==> src/rtl/id_stage_pkg.sv <==
// Shared decode constants for the id_stage slice: opcodes, ALU funct3 codes,
// instruction field positions and the RUN/HALT state encoding.
package id_stage_pkg;

    localparam logic [6:0] OPC_OP     = 7'b0110011;
    localparam logic [6:0] OPC_OP_IMM = 7'b0010011;

    // Same encodings the ALU decodes
    localparam logic [2:0] F3_ADD  = 3'b000;
    localparam logic [2:0] F3_SLL  = 3'b001;
    localparam logic [2:0] F3_SLT  = 3'b010;
    localparam logic [2:0] F3_SLTU = 3'b011;
    localparam logic [2:0] F3_XOR  = 3'b100;
    localparam logic [2:0] F3_SR   = 3'b101;
    localparam logic [2:0] F3_OR   = 3'b110;
    localparam logic [2:0] F3_AND  = 3'b111;

    localparam int OPC_LSB = 0;
    localparam int RD_LSB  = 7;
    localparam int F3_LSB  = 12;
    localparam int RS1_LSB = 15;
    localparam int RS2_LSB = 20;
    localparam int IMM_LSB = 20;
    localparam int MOD_BIT = 30;

    localparam logic [0:0] ST_RUN  = 1'b0;
    localparam logic [0:0] ST_HALT = 1'b1;

    typedef struct packed {
        logic [6:0]  opcode;
        logic [4:0]  rd;
        logic [2:0]  funct3;
        logic [4:0]  rs1;
        logic [4:0]  rs2;
        logic        mod;
        logic [11:0] imm;
    } instr_f_t;

    function automatic instr_f_t split_instr(input logic [31:0] i);
        instr_f_t f;
        f.opcode = i[OPC_LSB +: 7];
        f.rd     = i[RD_LSB +: 5];
        f.funct3 = i[F3_LSB +: 3];
        f.rs1    = i[RS1_LSB +: 5];
        f.rs2    = i[RS2_LSB +: 5];
        f.mod    = i[MOD_BIT];
        f.imm    = i[IMM_LSB +: 12];
        return f;
    endfunction

endpackage

==> src/rtl/id_regfile.sv <==
// Operand register file: two combinational read ports with writeback bypass,
// one write port, register 0 hardwired to zero.
module id_regfile #(
    parameter int M_WIDTH   = 8,
    parameter int NUM_REGS  = 16,
    parameter int REG_IDX_W = 4
) (
    input  logic                 clk,
    input  logic                 rst_n,
    input  logic [REG_IDX_W-1:0] ra1,
    input  logic [REG_IDX_W-1:0] ra2,
    output logic [M_WIDTH-1:0]   rd1,
    output logic [M_WIDTH-1:0]   rd2,
    input  logic                 wen,
    input  logic [REG_IDX_W-1:0] wa,
    input  logic [M_WIDTH-1:0]   wd
);

    logic [NUM_REGS-1:0][M_WIDTH-1:0] regs;

    always_ff @(posedge clk or negedge rst_n) begin
        if (!rst_n)
            regs <= '0;
        else if (wen && wa != '0)
            regs[wa] <= wd;
    end

    always_comb begin
        rd1 = regs[ra1];
        if (ra1 == '0)
            rd1 = '0;
        else if (wen && wa == ra1)
            rd1 = wd;
    end

    always_comb begin
        rd2 = regs[ra2];
        if (ra2 == '0)
            rd2 = '0;
        else if (wen && wa == ra2)
            rd2 = wd;
    end

endmodule

==> src/rtl/id_stage.sv <==
// Decode/operand-fetch stage feeding the ALU: OP/OP-IMM decode, busy
// scoreboard with writeback clear, registered ALU request, halt on illegal.
module id_stage
    import id_stage_pkg::*;
#(
    parameter int M_WIDTH   = 8,
    parameter int NUM_REGS  = 16,
    parameter int REG_IDX_W = 4
) (
    input  logic                 clk,
    input  logic                 rst_n,
    input  logic                 instr_valid,
    output logic                 instr_ready,
    input  logic [31:0]          instr,
    output logic                 ex_valid,
    input  logic                 ex_ready,
    output logic [2:0]           ex_funct3,
    output logic                 ex_modifier,
    output logic [M_WIDTH-1:0]   ex_in1,
    output logic [M_WIDTH-1:0]   ex_in2,
    output logic [REG_IDX_W-1:0] ex_rd,
    input  logic                 wb_en,
    input  logic [REG_IDX_W-1:0] wb_rd,
    input  logic [M_WIDTH-1:0]   wb_data,
    output logic                 illegal
);

    instr_f_t               f;
    logic [REG_IDX_W-1:0]   rs1, rs2, rd;
    logic                   is_op, is_imm, legal, is_shift;
    logic [M_WIDTH-1:0]     op1, op2, in2_nxt;
    logic                   mod_nxt;
    logic [31:0]            simm, shamt;
    logic [NUM_REGS-1:0]    busy, busy_nxt;
    logic [0:0]             state;
    logic                   rs1_busy, rs2_busy, rd_busy, hazard;
    logic                   xfer, issue, bad;
    logic                   unused_hi;

    assign f         = split_instr(instr);
    assign rs1       = f.rs1[REG_IDX_W-1:0];
    assign rs2       = f.rs2[REG_IDX_W-1:0];
    assign rd        = f.rd[REG_IDX_W-1:0];
    assign unused_hi = ^{f.rd, f.rs1, f.rs2};

    assign is_op    = (f.opcode == OPC_OP);
    assign is_imm   = (f.opcode == OPC_OP_IMM);
    assign legal    = is_op || is_imm;
    assign is_shift = (f.funct3 == F3_SLL) || (f.funct3 == F3_SR);

    id_regfile #(
        .M_WIDTH   (M_WIDTH),
        .NUM_REGS  (NUM_REGS),
        .REG_IDX_W (REG_IDX_W)
    ) u_rf (
        .clk   (clk),
        .rst_n (rst_n),
        .ra1   (rs1),
        .ra2   (rs2),
        .rd1   (op1),
        .rd2   (op2),
        .wen   (wb_en),
        .wa    (wb_rd),
        .wd    (wb_data)
    );

    // A register retiring this cycle is already readable through the bypass
    assign rs1_busy = busy[rs1] && !(wb_en && wb_rd == rs1);
    assign rs2_busy = is_op && busy[rs2] && !(wb_en && wb_rd == rs2);
    assign rd_busy  = (rd != '0) && busy[rd] && !(wb_en && wb_rd == rd);
    assign hazard   = instr_valid && legal && (rs1_busy || rs2_busy || rd_busy);

    assign instr_ready = (state == ST_RUN) && (!ex_valid || ex_ready) && !hazard;
    assign xfer        = instr_valid && instr_ready;
    assign issue       = xfer && legal;
    assign bad         = xfer && !legal;
    assign illegal     = (state == ST_HALT);

    assign simm  = {{20{f.imm[11]}}, f.imm};
    assign shamt = {27'd0, f.rs2};

    always_comb begin
        mod_nxt = 1'b0;
        in2_nxt = op2;
        if (is_op) begin
            mod_nxt = f.mod && (f.funct3 == F3_ADD || f.funct3 == F3_SR);
        end else begin
            mod_nxt = f.mod && (f.funct3 == F3_SR);
            in2_nxt = is_shift ? shamt[M_WIDTH-1:0] : simm[M_WIDTH-1:0];
        end
    end

    // Set after clear so an issue to the register being retired keeps it busy
    always_comb begin
        busy_nxt = busy;
        if (wb_en && wb_rd != '0)
            busy_nxt[wb_rd] = 1'b0;
        if (issue && rd != '0)
            busy_nxt[rd] = 1'b1;
    end

    always_ff @(posedge clk or negedge rst_n) begin
        if (!rst_n) begin
            busy  <= '0;
            state <= ST_RUN;
        end else begin
            busy <= busy_nxt;
            if (bad)
                state <= ST_HALT;
        end
    end

    always_ff @(posedge clk or negedge rst_n) begin
        if (!rst_n) begin
            ex_valid    <= 1'b0;
            ex_funct3   <= '0;
            ex_modifier <= 1'b0;
            ex_in1      <= '0;
            ex_in2      <= '0;
            ex_rd       <= '0;
        end else if (issue) begin
            ex_valid    <= 1'b1;
            ex_funct3   <= f.funct3;
            ex_modifier <= mod_nxt;
            ex_in1      <= op1;
            ex_in2      <= in2_nxt;
            ex_rd       <= rd;
        end else if (ex_ready) begin
            ex_valid    <= 1'b0;
        end
    end

endmodule

==> config.mk <==
export PLATFORM = sky130hd
export DESIGN_NAME = id_stage
export DESIGN_NICKNAME = d
export VERILOG_FILES = /design/src/rtl/id_stage_pkg.sv /design/src/rtl/id_regfile.sv /design/src/rtl/id_stage.sv
export SDC_FILE = /design/constraint.sdc
export NUM_CORES = 1
export LEC_CHECK = 0
export CORE_AREA = 2 2 183 185
export CTS_CLUSTER_DIAMETER = 50
export DETAILED_ROUTE_END_ITERATION = 6
export DIE_AREA = 0 0 185 187
export GPL_TIMING_DRIVEN = 0
export PLACE_DENSITY = 0.44
export SYNTH_ARGS = -nofsm -noshare
export SYNTH_HDL_FRONTEND = slang
export SYNTH_HIERARCHICAL = 1
export SYNTH_SLANG_ARGS = --single-unit
==> constraint.sdc <==
create_clock -name clk -period 6.39 [get_ports clk]
set_input_delay 1.278 -clock clk [delete_from_list [all_inputs] [get_ports clk]]
set_output_delay 1.278 -clock clk [all_outputs]
set_load 0.01 [all_outputs]
Word level (Yosys, flattened, before mapping)
Index checks and enable logic that the tools add are counted.
- $lt $le $gt $ge: 6
- eq/ne operators: 7
- mux-type cells: 28
- bitwise operators: 4
- reduce and logical (&&, ||, !) cells: 39
- operator list (cell ; count):
    128-bit bitwise mux ; 1
    8-bit two-way mux ; 9
    8-bit binary-select mux with 4-bit select ; 2
    8-bit demux with 4-bit select ; 1
    16-bit two-way mux ; 2
    1-bit logical AND ; 21
    4-bit by 5-bit < comparator with 1-bit output, second input constant ; 4
    16-bit bitwise AND ; 1
    16-bit inverter ; 1
    16-bit bitwise OR ; 1
    1-bit binary-select mux with 4-bit select ; 3
    4-bit equality test ; 3
    1-bit demux with 4-bit select ; 2
    4-bit by 1-bit >= comparator with 1-bit output, second input constant ; 2
    4-bit logical NOT ; 2
    1-bit two-way mux ; 8
    4-bit nonzero test ; 2
    7-bit by 5-bit equality test with 1-bit output, second input constant ; 1
    7-bit by 6-bit equality test with 1-bit output, second input constant ; 1
    1-bit logical NOT ; 6
    1-bit logical OR ; 6
    3-bit by 1-bit equality test with 1-bit output, second input constant ; 1
    3-bit equality test, second input constant ; 1
    3-bit logical NOT ; 1
    2 further kinds ; 2
- bits in registers: 170
- output and inout port bits: 27

Depth between registers and ports, before layout
Gate-level depths: netlist (run 1).
- depth after elaboration: 13
- gate-level depth with buffers: 10
- gate-level depth less buffers: 7

Hierarchy
Netlist (run 1), hierarchy kept.
- by module, submodules not included (module ; times used ; cells each ; area each (µm²) ; seq. area each (µm²)):
    id_regfile ; 1 ; 542 ; 7140.6 ; 3203.1
    id_stage ; 1 ; 213 ; 2541.2 ; 1051.0

Least setup slack after synthesis (run 1)
OpenSTA, ideal clock, no wires.
- path kind: input -> output
- start: in instr[8]
- end: out instr_ready
- arrival time: 2.786 ns
- setup slack: 2.326 ns
- stages: 7
- path buffers: 1
- cell sequence: clkbuf_1 -> mux4_2 -> a22oi_1 -> nand3_1 -> nand2_1 -> nand3_1 -> a31oi_1
- word-level cells in the longest chain between the ends: 8
- elaborated cells on any way between the ends: 12
- classes of those cells: eq/ne (1); mux (2); reduce/logical (9)
- ends and longest elaborated chain (element ; RTL line ; source):
    from (decl) ; id_stage.sv:14 ; input logic [31:0] instr,
    1-bit binary-select mux with 4-bit select or 4-bit equality test (tied branches) ; id_stage.sv:70 ; assign rd_busy = (rd != '0) && busy[rd] && !(wb_en && wb_rd == rd);
    1-bit two-way mux (implied by the code) or 1-bit logical AND (tied branches) ; id_stage.sv:70 ;
    1-bit logical AND or 1-bit logical NOT (tied branches) ; id_stage.sv:70 ;
    1-bit logical AND * ; id_stage.sv:70 ;
    1-bit logical OR * ; id_stage.sv:71 ; assign hazard = instr_valid && legal && (rs1_busy || rs2_busy || rd_busy);
    1-bit logical AND * ; id_stage.sv:71 ;
    1-bit logical NOT * ; id_stage.sv:73 ; assign instr_ready = (state == ST_RUN) && (!ex_valid || ex_ready) && !hazard;
    1-bit logical AND * ; id_stage.sv:73 ;
    to (decl) ; id_stage.sv:13 ; output logic instr_ready,
Every way passes the cells marked *; elsewhere a longest branch is shown, timed or not. The select of a mux whose other input is x is not followed.

Worst setup path in the final report (run 1)
- start: in instr[16]
- end: out instr_ready
- word-level cells in the longest chain between the ends: 9
- elaborated cells on any way between the ends: 11
- classes of those cells: eq/ne (1); mux (2); reduce/logical (8)
- ends and longest elaborated chain (element ; RTL line ; source):
    parallel branches: the longest is 3 deep, another holds 1-bit binary-select mux with 4-bit select ; -- ;
    1-bit logical AND * ; id_stage.sv:68 ; assign rs1_busy = busy[rs1] && !(wb_en && wb_rd == rs1);
    1-bit logical OR * (2 in a row) ; id_stage.sv:71 ;
    1-bit logical AND * ; id_stage.sv:71 ;
    1-bit logical NOT * ; id_stage.sv:73 ;
    1-bit logical AND * ; id_stage.sv:73 ;
Every way passes the cells marked *. The select of a mux whose other input is x is not followed.

==> metrics, run 1 <==
outcome=finished, final reports clean; synthesized instance count=755; Final Power=3.08 mW; Crit path buffers/inverters=2; synthesized area=0.00968 mm2; final instance area=0.0115 mm2; Rel. slew slack=about half; P_leak=~4.8 nW; fmax=183 MHz; Synth top area share=43.9%; CTS Buf Count=17; number of DRC markers in iteration 0=471; CTS Hold Bufs=0; CTS resizes=0; cell area power density=268 mW/mm2; post-route clock period utilization=85.3%; biggest area consumer among synthesized cells=dfrtp_1; Seq cells post-synth=170; CP peak stage delay=0.85 ns; Placed Cells=1269; most frequent cells after synthesis=dfrtp_1, mux2_2, mux2i_1, mux4_2, clkbuf_1; RSZ-0062 raised after global routing=no; fraction of layout cells with a size suffix above 1=just under 30%; Hold Slack=0.490 ns; Worst EP arrival=around 4.2 ns; clock transition at the registers of the reported paths=0.07 ns; I/O Buffers=65; critical path class=in2out; initial antenna violation count=0; Worst Path Max Fanout=7; DPL Wire Length=22800 um; placed cell area=0.0109 mm2; fin cells=1300; Post-synth ARST share=100%; Initial Util=29.5%; core area=~0.033 mm2; die area=0.0346 mm2; Final Slew Violations=0; H-tree depth=4; Primary FF master, synth=dfrtp_1; final core utilization=35.0%; latest clock arrival within the worst-skew pair=0.45 ns; CP endpoint kind=output port; drt pass-1 iters=5; Synthesized Nets=about 800; CTS tree=done; Via density=5.24; Synth area leaders=dfrtp_1, mux2_2, mux4_2; pin count of the biggest net entering global routing=96; number of synthesized flops with an enable pin=0; clk buf depth=2; worst-path cell chain=clkdlybuf4s50_1 > mux4_2 > nor2b_1 > a211oi_1 > a211o_2 > nand3_1 > a31oi_1 > clkdlybuf4s50_1; Crit path max-delay family=buffers and inverters; Netlist cell types=46; syn_area_per_cell=between 10 and 15 um2; wire length of the first global-routing pass=~47000 um; DR DRC count=0; # fillers=between 3000 and 4000; Total Routing Usage GR=a little under a fifth; die width=185 um; DRT Wirelength=roughly 32000 um; VDD IR max=just under 200 uV; register area share after synthesis=43.9%; Fin. Hold Viols=0; DR vias=6809; most frequent cell after synthesis=dfrtp_1; setup bufs post-CTS=0; clk_skew=0.0102 ns; most used cell, CP=clkdlybuf4s50_1; Final GP Congestion=between 0.9 and 1; # rows=67; clk sinks=170; Final ANT Viol Nets=0; P&R area growth vs syn=18.8%; count of final setup violators=0; Wirelength per Cell=24.3 um; root buf cell=clkbuf_16; vias in the first global route=6901; IO Pins=between 70 and 80; aggregate global routing overflow=0; Yosys warnings=6; Ant. Diodes=0; type of origin of the critical path=primary input; Worst Hold Class=reg2reg; Max-cap violations=0; Slew @ Worst Pin=between 0.7 and 0.8 ns; WP data required=5.11 ns; Die Y=187 um; final net count=roughly 900; post-route minimum period=between 5 and 6 ns; Critical Path Slowest Stage Cell=clkdlybuf4s50_1
## metrics by stage
stage               setup WS (ns)  setup TNS [ns]
finish                      0.938               0
detailed placement          0.962               0
floorplan                    2.33               0
CTS                         0.905               0
global placement            -3.65         -617.85
global route                0.739               0
## cells in the final DEF (no fill, tap or decap), drive strengths merged, types with 17 or more instances in the layout
cell type,synthesis,final
dfrtp,170,170
mux2,150,150
mux2i,69,69
clkdlybuf4s50,0,64
clkbuf,37,55
mux4,44,44
buf,32,34
o22ai,32,32
o21ai,29,29
nand3,27,27
nand2,19,19
a211oi,17,17
## registers in the layout (all words and copies together), names as in the netlist
register     count
u_rf/regs      128
busy            16
ex_in1           8
ex_in2           8
ex_rd            4
ex_funct3        3
ex_modifier      1
ex_valid         1
illegal          1
## final timing paths
kind                                     startpoint                         end  slack, ns  cells past startpoint
setup / recovery                          instr[16]                 instr_ready       0.94                      8
hold / removal             u_rf/regs[6]$_DFFE_PN0P_    u_rf/regs[6]$_DFFE_PN0P_       0.49                      1
setup reg to reg                  busy[4]$_DFF_PN0_        ex_rd[1]$_DFFE_PN0P_       4.11                      7
hold reg to reg            u_rf/regs[6]$_DFFE_PN0P_    u_rf/regs[6]$_DFFE_PN0P_       0.49                      1
max in group asynchronous                     rst_n  u_rf/regs[124]$_DFFE_PN0P_       4.68                      2
min in group asynchronous                     rst_n          busy[12]$_DFF_PN0_       0.79                      1
## layer usage
| layer | vias up | GRT usage (%) | part of all wire (%) |
|---|---|---|---|
| met5 | - | 0 | 0 |
| met4 | 0 | 5.83 | 2.1 |
| met3 | 23 | 3.52 | 5.3 |
| met2 | 201 | 28.6 | 45 |
| met1 | 3555 | 27.1 | 48 |
| li1 | 3030 | - | - |
## power by group
group | internal (mW) | switching [mW] | leakage [nW]
combinational | 0.337 | 0.316 | 2.33
sequential | 1.25 | 0.130 | 2.16
clock | 0.576 | 0.467 | 0.266
## area by class of cell
class	count	area (um2)	share of cell area (%)
clock buffer	18	429	3.73
clock inverter	13	145	1.26
multi-input combinational	510	5070	44.1
tap	448	561	4.87
sequential	170	4250	37.0
timing repair buffer	66	683	5.94
inverter	6	22.5	0.196
buffer	69	338	2.94
## logic make-up (layout without fill, tap and decap cells)
logic type	after synthesis	after routing	synth area share (%)
DFF	170	170	43.9
buffers and inverters	75	172	3.72
and+or+nand+nor	106	106	6.38
muxes	263	263	35.7
xor gates and xnor gates	20	20	1.81
AOI/OAI and AO/OA	121	121	8.44
No activity file was read; power rests on OpenSTA's default activity.
==> run 2, diff against run 1 <==
==> constraint.sdc (replaced) <==
create_clock -name clk -period 6.39 [get_ports clk]
set_input_delay 1.278 -clock clk [delete_from_list [all_inputs] [get_ports clk]]
set_output_delay 1.278 -clock clk [all_outputs]
set_load 0.1 [all_outputs]
==> results of run 2 <==
The final DEF is identical to that of run 1. Status: finished, final reports clean.
Main changes from that run: setup slack after placement 0.962 ns -> 0.363 ns; setup slack after layout 0.938 ns -> 0.339 ns
==> run 3, diff against run 2 <==
--- a/config.mk
+++ b/config.mk
@@ -5,6 +5,7 @@
 export SDC_FILE = /design/constraint.sdc
 export NUM_CORES = 1
 export LEC_CHECK = 0
+export CAP_MARGIN = 0
 export CORE_AREA = 2 2 183 185
 export CTS_CLUSTER_DIAMETER = 50
 export DETAILED_ROUTE_END_ITERATION = 6
==> results of run 3 <==
The final DEF is identical to that of run 1. Status: finished, final reports clean.
Main changes from that run: setup slack after placement 0.962 ns -> 0.363 ns; setup slack after layout 0.938 ns -> 0.339 ns
